### config.mk
export PLATFORM = sky130hd
export DESIGN_NAME = fetch_unit
export DESIGN_NICKNAME = d
export VERILOG_FILES = /design/src/rtl/fetch_unit_pkg.sv /design/src/rtl/fetch_unit_pc_next.sv /design/src/rtl/fetch_unit.sv
export SDC_FILE = /design/constraint.sdc
export NUM_CORES = 1
export LEC_CHECK = 0
export CAP_MARGIN = 40
export CORE_MARGIN = 3
export CORE_UTILIZATION = 39
export DETAILED_ROUTE_END_ITERATION = 8
export PLACE_DENSITY = 0.65
export SLEW_MARGIN = 20
export SYNTH_ARGS = -nofsm -noshare
export SYNTH_HDL_FRONTEND = slang
export SYNTH_SLANG_ARGS = --single-unit
### constraint.sdc
create_clock -name CLK -period 2.5 [get_ports CLK]
set_input_delay 0.625 -clock CLK [delete_from_list [all_inputs] [get_ports CLK]]
set_output_delay 0.625 -clock CLK [all_outputs]
set_load 0.02 [all_outputs]
### src/rtl/fetch_unit_pkg.sv
`default_nettype none
// ============================================================================
// Module  : fetch_unit_pkg
// Brief   : FSM state encodings, opcode constants and IR field positions
//           shared across the fetch unit.
// Revision: 1.0  initial release
// ============================================================================
package fetch_unit_pkg;

    typedef enum logic [1:0] {
        ST_IDLE = 2'd0,
        ST_REQ  = 2'd1,
        ST_DROP = 2'd2
    } fetch_state_t;

    localparam logic [3:0] c_OP_NOOP = 4'h0;
    localparam logic [3:0] c_OP_LOD  = 4'h1;
    localparam logic [3:0] c_OP_STR  = 4'h2;
    localparam logic [3:0] c_OP_BRA  = 4'h4;
    localparam logic [3:0] c_OP_BRR  = 4'h5;
    localparam logic [3:0] c_OP_BNE  = 4'h6;
    localparam logic [3:0] c_OP_ALU  = 4'h8;
    localparam logic [3:0] c_OP_HLT  = 4'hF;

    localparam int c_OPC_MSB = 31;
    localparam int c_OPC_LSB = 28;
    localparam int c_MM_MSB  = 27;
    localparam int c_MM_LSB  = 24;
    localparam int c_IMM_MSB = 15;
    localparam int c_IMM_LSB = 0;

    function automatic logic is_halt(input logic [31:0] instr);
        return instr[c_OPC_MSB:c_OPC_LSB] == c_OP_HLT;
    endfunction

endpackage
`default_nettype wire

### src/rtl/fetch_unit_pc_next.sv
`default_nettype none
// ============================================================================
// Module  : pc_next
// Brief   : Combinational next-PC selection: hold, increment, relative or
//           absolute branch, all modulo 2^ADDR_W.
// Revision: 1.0  initial release
// ============================================================================
module pc_next #(
    parameter int ADDR_W = 16
) (
    input  logic [ADDR_W-1:0] i_pc,
    input  logic [15:0]       i_imm,
    input  logic [ADDR_W-1:0] i_abs_target,
    input  logic              i_first,
    input  logic              i_pc_sel,
    input  logic              i_br_sel,
    output logic [ADDR_W-1:0] o_next_pc
);

    logic [ADDR_W-1:0] w_offset;

    // Offset is sign-extended or truncated to the PC width so the add wraps naturally
    generate
        if (ADDR_W > 16) begin : g_ext
            assign w_offset = {{(ADDR_W-16){i_imm[15]}}, i_imm};
        end else if (ADDR_W == 16) begin : g_same
            assign w_offset = i_imm;
        end else begin : g_trunc
            assign w_offset = i_imm[ADDR_W-1:0];
        end
    endgenerate

    always_comb begin
        o_next_pc = i_pc;
        if (i_first) begin
            o_next_pc = i_pc;
        end else if (!i_pc_sel) begin
            o_next_pc = i_pc + ADDR_W'(1);
        end else if (!i_br_sel) begin
            o_next_pc = i_pc + w_offset;
        end else begin
            o_next_pc = i_abs_target;
        end
    end

endmodule
`default_nettype wire

### src/rtl/fetch_unit.sv
`default_nettype none
// ============================================================================
// Module  : fetch_unit
// Brief   : Instruction fetch unit: PC register, IMEM request handshake,
//           instruction register, one-deep pending fetch and halt latch.
// Revision: 1.0  initial release
// ============================================================================
module fetch_unit
    import fetch_unit_pkg::*;
#(
    parameter int                ADDR_W   = 16,
    parameter logic [ADDR_W-1:0] RESET_PC = '0
) (
    input  logic              CLK,
    input  logic              RST_F,
    input  logic              PC_WRITE,
    input  logic              PC_SEL,
    input  logic              BR_SEL,
    input  logic              PC_RST,
    output logic              IMEM_REQ,
    output logic [ADDR_W-1:0] IMEM_ADDR,
    input  logic              IMEM_ACK,
    input  logic [31:0]       IMEM_RDATA,
    output logic [31:0]       IR,
    output logic [3:0]        OPCODE,
    output logic [3:0]        MM,
    output logic [ADDR_W-1:0] PC,
    output logic              IR_VALID,
    output logic              FETCH_BUSY,
    output logic              HALTED
);

    fetch_state_t      r_state;
    fetch_state_t      w_state_nxt;
    logic [ADDR_W-1:0] r_pc;
    logic [ADDR_W-1:0] r_imem_addr;
    logic [31:0]       r_ir;
    logic              r_ir_valid;
    logic              r_halted;
    logic              r_pending;
    logic              r_first;
    logic              r_pc_write_d;
    logic              w_pw_rise;
    logic              w_launch;
    logic              w_busy;
    logic              w_ack_take;
    logic [ADDR_W-1:0] w_pc_nxt;

    assign w_pw_rise  = PC_WRITE & ~r_pc_write_d;
    assign w_ack_take = (r_state == ST_REQ) && IMEM_ACK && !PC_RST;

    pc_next #(
        .ADDR_W (ADDR_W)
    ) u_pc_next (
        .i_pc         (r_pc),
        .i_imm        (r_ir[c_IMM_MSB:c_IMM_LSB]),
        .i_abs_target (r_ir[ADDR_W-1:0]),
        .i_first      (r_first),
        .i_pc_sel     (PC_SEL),
        .i_br_sel     (BR_SEL),
        .o_next_pc    (w_pc_nxt)
    );

    always_ff @(posedge CLK or negedge RST_F) begin
        if (!RST_F) begin
            r_state <= ST_IDLE;
        end else begin
            r_state <= w_state_nxt;
        end
    end

    always_comb begin
        w_state_nxt = r_state;
        w_busy      = 1'b0;
        w_launch    = 1'b0;
        case (r_state)
            ST_IDLE: begin
                w_launch = !PC_RST && !r_halted && (w_pw_rise || r_pending);
                if (w_launch) begin
                    w_state_nxt = ST_REQ;
                end
            end
            ST_REQ: begin
                w_busy = 1'b1;
                // An ACK coinciding with PC_RST completes the bus cycle; its data is dropped
                if (IMEM_ACK) begin
                    w_state_nxt = ST_IDLE;
                end else if (PC_RST) begin
                    w_state_nxt = ST_DROP;
                end
            end
            ST_DROP: begin
                w_busy = 1'b1;
                if (IMEM_ACK) begin
                    w_state_nxt = ST_IDLE;
                end
            end
            default: begin
                w_state_nxt = ST_IDLE;
            end
        endcase
    end

    always_ff @(posedge CLK or negedge RST_F) begin
        if (!RST_F) begin
            r_pc         <= RESET_PC;
            r_imem_addr  <= RESET_PC;
            r_ir         <= '0;
            r_ir_valid   <= 1'b0;
            r_halted     <= 1'b0;
            r_pending    <= 1'b0;
            r_first      <= 1'b1;
            r_pc_write_d <= 1'b0;
        end else begin
            r_pc_write_d <= PC_WRITE;
            if (PC_RST) begin
                r_pc       <= RESET_PC;
                r_ir_valid <= 1'b0;
                r_pending  <= 1'b0;
                r_first    <= 1'b1;
                r_halted   <= 1'b0;
            end else begin
                if (w_launch) begin
                    r_pc        <= w_pc_nxt;
                    r_imem_addr <= w_pc_nxt;
                    r_ir_valid  <= 1'b0;
                    r_first     <= 1'b0;
                    r_pending   <= 1'b0;
                end else if (r_halted) begin
                    r_pending <= 1'b0;
                end else if (w_busy && w_pw_rise) begin
                    r_pending <= 1'b1;
                end
                if (w_ack_take) begin
                    r_ir       <= IMEM_RDATA;
                    r_ir_valid <= 1'b1;
                    r_halted   <= is_halt(IMEM_RDATA);
                end
            end
        end
    end

    // Address register only moves on launch so it stays stable through DROP
    assign IMEM_REQ   = w_busy;
    assign FETCH_BUSY = w_busy;
    assign IMEM_ADDR  = r_imem_addr;
    assign IR         = r_ir;
    assign OPCODE     = r_ir[c_OPC_MSB:c_OPC_LSB];
    assign MM         = r_ir[c_MM_MSB:c_MM_LSB];
    assign PC         = r_pc;
    assign IR_VALID   = r_ir_valid;
    assign HALTED     = r_halted;

endmodule
`default_nettype wire
# [Word level (Yosys, flattened, before mapping)]
# Cells that the tools add are included.
[classes] n_reduce_logical=17 n_bitwise=3 add_sub_neg=2 eq_ne=6 muxes=22
[op_table] op="$mux W16" count=5
[op_table] op="$add A16 B1 Y16 const B" count=1
[op_table] op="$add A16 B16 Y16" count=1
[op_table] op="$mux W1" count=12
[op_table] op="$mux W2" count=4
[op_table] op="$pmux W2 S3" count=1
[op_table] op="$logic_and A1 B1 Y1" count=5
[op_table] op="$eq A4 B4 Y1 const B" count=1
[op_table] op="$ne A2 B2 Y1 const B" count=2
[op_table] op="$reduce_and A2 Y1" count=2
[op_table] op="$reduce_bool A2 Y1" count=2
[op_table] op="$reduce_bool A4 Y1" count=1
[op_table] op="$ne A3 B3 Y1 const B" count=1
[op_table] op="$reduce_and A3 Y1" count=1
[op_table] op="$reduce_bool A3 Y1" count=1
[op_table] op="$eq A2 B1 Y1 const B" count=1
[op_table] op="$eq A2 B2 Y1 const B" count=1
[op_table] op="$logic_not A1 Y1" count=2
[op_table] op="$logic_not A2 Y1" count=1
[op_table] op="$not A1 Y1" count=2
[op_table] op="$reduce_or A2 Y1" count=1
[op_table] op="$and A1 B1 Y1" count=1
[op_table] op="$logic_or A1 B1 Y1" count=1
[totals] inputBits=39 reg_bits=71

# [Depth between registers and ports, before layout]
[logic_depth] ltp_word=8 depth_mapped=8

# [Hierarchy]
# A second synthesis with hierarchy kept.
[unflattened] cells_unflattened=460 hier_area_um2=4481.8
[modules_own_cells] mod="fetch_unit" n_inst=1 seq_area_each_um2=1778.0 cells_per_inst=228 area_each_um2=2934.1
[modules_own_cells] mod="pc_next" n_inst=1 seq_area_each_um2=0.0 cells_per_inst=232 area_each_um2=1547.7

# [Worst setup path after synthesis]
# No wires, ideal clock.
[synth_timing] kind="register -> register" startpoint="register r_pc[0], in the netlist PC[0]" endpoint="register r_imem_addr[14], in the netlist IMEM_ADDR[14]" path_buffers=0 setup_slack_ns=0.209 synth_period_minus_slack_ns=2.291 setup_ns=0.124 required_time_ns=2.376 arrival_time_ns=2.167 stages_incl_launch_ff=9 path_cell_list="dfrtp_1 ha_1 fa_1 a21oi_1 o221ai_1 nand3_1 nand3_1 xor2_1 o31a_1"
[synth_between] elab_chain_cells=4 elab_cells_between_ends=5
[synth_lines] element="start: declaration" line="fetch_unit.sv:35" source="logic [ADDR_W-1:0] r_pc;"
[synth_lines] element="start signal: assignment" line="fetch_unit.sv:124" source="r_pc <= w_pc_nxt;"
[synth_lines] element="$add A16 B16 Y16" line="fetch_unit_pc_next.sv:40" source="o_next_pc = i_pc + w_offset;"
[synth_lines] element="$mux W16" line="fetch_unit_pc_next.sv:39" source="end else if (!i_br_sel) begin"
[synth_lines] element="$mux W16 *" line="fetch_unit_pc_next.sv:37" source="end else if (!i_pc_sel) begin"
[synth_lines] element="$mux W16 *" line="fetch_unit_pc_next.sv:35" source="if (i_first) begin"
[synth_lines] element="end signal: assignment" line="fetch_unit.sv:125" source="r_imem_addr <= w_pc_nxt;"
[synth_lines] element="end: declaration" line="fetch_unit.sv:36" source="logic [ADDR_W-1:0] r_imem_addr;"
# Every way passes the cells marked *; elsewhere a longest branch is shown, timed or not.
# A chain may end at the register's enable or synchronous reset.

# [Worst setup path after layout]
[layout_timing] startpoint="register r_state[0]" endpoint="output port IMEM_REQ"
[layout_between] elab_chain_cells=3 elab_cells_between_ends=4
[layout_lines] element="start: declaration" line="fetch_unit.sv:33" source="fetch_state_t r_state;"
[layout_lines] element="start signal: assignment" line="fetch_unit.sv:68" source="r_state <= w_state_nxt;"
[layout_lines] element="$eq A2 B1 Y1 / $eq A2 B2 Y1 (equally long branches)" line="fetch_unit.sv:76" source="case (r_state)"
[layout_lines] element="$reduce_or A2 Y1 (no source line) *"
[layout_lines] element="$mux W1 *" line="fetch_unit.sv:76"
[layout_lines] element="end: declaration" line="fetch_unit.sv:20" source="output logic IMEM_REQ,"
# Marked as above.

==> run_results.csv <==
group,metric,value,unit
run_status,status,"complete, no violations",
clock_network,cts_tree,"built",
setup_path,r2r-start,"IR[0]",
floorplan,ios,115,
setup_path,start_kind,"flip-flop",
timing,tightest_slew,693,ps
floorplan,core-area,10900,um^2
layout,drive_gt1_frac,0.168,
timing,setup_viol,0,
detailed_routing,num_vias,4055,
floorplan,die-area,12600,um^2
power,p_leak,2.73,nW
synthesis,ys_top_cells_by_count,"dfrtp_1, nand2_1, mux2_2",
synthesis,synth-seq-area-share,0.403,
setup_path,critPathMaxFanout,3,
synthesis,synth_top_family_by_area,"compound AO/OA/AOI/OAI gates",
clock_network,cts_max_level,3,
power,ir_worst_vdd,0.798,mV
synthesis,yosysMostFrequentCell,"dfrtp_1",
placement,dp.cells,708,
detailed_routing,drc_errors,0,
detailed_routing,drt_pre_antenna_iters,7,
synthesis,synthXorXnorAreaFrac,0.0238,
grt,overflow,0,
setup_path,criticalPathCategory,"flip-flop to primary output",
synthesis,synthTopCellsByArea,"dfrtp_1, mux2_2, ha_1",
layout,fillers,991,
setup_path,r2r_end,"IMEM_ADDR[14]",
setup_path,required,1880,ps
synthesis,yosysTopAreaCell,"dfrtp_1",
clock_network,clk_latency,340,ps
hold_path,hp-class,"input pin to asynchronous set/reset pin",
layout,area.growth.synth_to_final,38.2,%
power,power_density,972,nW/um^2
synthesis,synth_seq_cells,71,
setup_path,reg2reg_slack,170,ps
layout,insertedDiodeCount,0,
setup_path,endpoint,"IMEM_REQ",
layout,regArea,1780,um^2
synthesis,synth_compound_area_frac,0.191,
timing,drv_slew,0,
layout,multiInputGateArea,2400,um^2
floorplan,die_h,112,um
detailed_routing,drt-vias-per-instance,5.61,
synthesis,synthesis.nets,517,
clock_network,cts.sinks,71,
setup_path,r2r_cells,8,
timing,post-route-min-period,2370,ps
timing,fin_setup_tns,0,ps
synthesis,avgSynthCellArea,9.63,um^2
synthesis,postSynthCellCount,458,
layout,instances_no_fill,723,
timing,fmax,423,MHz
setup_path,critPathArrivalTime,1740,ps
floorplan,rows,38,
clock_network,max-clock-path-buffers,2,
synthesis,synth_cell_types,72,
grt,track_usage,0.204,
floorplan,start_util,0.403,
layout,nets,638,
clock_network,cts_hold_buf,0,
layout,final_cell_area,6100,um^2
synthesis,yosys.area_share.adder,0.0584,
timing,period_share,0.946,
flow_run,drv_cap,0,
synthesis,synthMuxAreaShare,0.0998,
detailed_routing,wirelength,12.6,mm
clock_network,cts_root_buf,"clkbuf_16",
placement,port_buffers,114,
placement,finalWeightedCongestion,0.931,
timing,fin_worst_skew,7.41,ps
power,p_total,0.00593,W
clock_network,cts_setup_buffers,0,
grt,grt_pass1_wl,20.5,mm
floorplan,die_x,112,um
placement,hpwl,9.44,mm
grt,grt_max_degree,37,
detailed_routing,antenna_left,0,
timing,timing_hold_violations_final,0,
grt,antenna_found_initial,0,
timing,rsz0062_at_grt,"no",
synthesis,yosysWarnings,0,
clock_network,clkSlewWorstSetupHoldPaths,60,ps
synthesis,syn-cell-area,4410,um^2
detailed_routing,drt_iter0_drc,187,
synthesis,synth_top_area_share,0.397,
synthesis,synth_ff_type,"dfrtp_1",
placement,post_dp_cell_area,5790,um^2
clock_network,cts-buffers-inserted,9,
timing,relSlewSlack,0.536,
synthesis,synth_edf_count,0,
detailed_routing,avgRoutedWirePerCell,17.5,um
synthesis,synthSimpleGateAreaFrac,0.168,
setup_path,critPathLaunch,"r_state[0]",
synthesis,async_flop_share,1.00,
setup_path,endpoint_kind,"primary output",
grt,grt_pass1_vias,4089,
## sequential cells by signal, indices dropped and copies added, names as in the netlist
signal and count:
IR 32, IMEM_ADDR 16, PC 16, r_state 2, HALTED 1, IR_VALID 1
r_first 1, r_pc_write_d 1, r_pending 1
## worst max-delay path: stages (launching register included)
cell and delay, ps:
dfrtp_1 360, inv_1 80, ha_1 340, clkdlybuf4s50_1 620
## placed cells by master, fill, tap and decap left out, drive strengths merged, types with 5 or more instances in the layout
cell / netlist / layout
or3: 5 / 5
a21o: 12 / 12
a21oi: 37 / 37
mux2i: 8 / 8
and3: 8 / 8
nand3: 13 / 13
o221ai: 5 / 5
nand2: 47 / 47
mux2: 32 / 32
dfrtp: 70 / 70
nand4: 9 / 9
inv: 16 / 16
xnor2: 8 / 8
o21ai: 35 / 35
clkdlybuf4s50: 0 / 113
buf: 23 / 28
ha: 19 / 19
clkbuf: 8 / 10
nor2: 27 / 27
nor2b: 5 / 5
o211ai: 5 / 5
## cell families (layout without fill, tap and decap cells)
group / count (synthesis) / after routing
buffers and inverters: 47 / 172
DFF: 71 / 71
muxes: 40 / 40
and+or+nand+nor: 140 / 140
adders and majority gates: 20 / 20
AOI/OAI and AO/OA: 128 / 128
xor gates and xnor gates: 12 / 12
## metal layers
layer	vias up	global-route usage	wire, um
met3	30	0.0663	1010
met4	0	0.0833	368
met5	-	0	0
met1	1957	0.253	5270
met2	169	0.329	5970
li1	1899	-	-
## what timing repair did
item                                    4_1_cts  5_1_grt
endpoints found under the hold margin         0        0
resized for setup                             0        1
endpoints found under the setup margin        0        4
## area by class of cell
| type | instances | share of cell area |
|---|---|---|
| sequential | 71 | 0.292 |
| tap | 140 | 0.0287 |
| inverter | 16 | 0.00985 |
| multi-input combinational | 340 | 0.393 |
| clock inverter | 5 | 0.00964 |
| timing repair buffer | 141 | 0.228 |
| clock buffer | 10 | 0.0392 |
## stage by stage
stage                     worst slack [ps]  utilization  hold WS (ps)
after floorplan                        209            -           329
after global placement                67.2        0.530           462
after detailed placement              39.7        0.530           466
after CTS                             82.3        0.557           250
after global routing                  36.2        0.558           274
final                                  135        0.558           242
## power by group
| group | leakage (nW) | internal, W | switching (W) |
|---|---|---|---|
| combinational | 1.68 | 0.00139 | 0.00145 |
| sequential | 0.912 | 0.00150 | 0.000298 |
| clock | 0.141 | 0.000793 | 0.000492 |
| total | 2.73 | 0.00369 | 0.00224 |
## worst min-delay path by stage
stage                 startpoint           end  slack (ps)
finish                     RST_F  IMEM_ADDR[2]         240
CTS                        RST_F  IMEM_ADDR[2]         250
floorplan                  RST_F        HALTED         330
global placement        IR_VALID      IR_VALID         460
detailed placement  IMEM_ADDR[6]  IMEM_ADDR[6]         470
global route               RST_F  IMEM_ADDR[2]         270
Power figures use the tool's default switching activity.
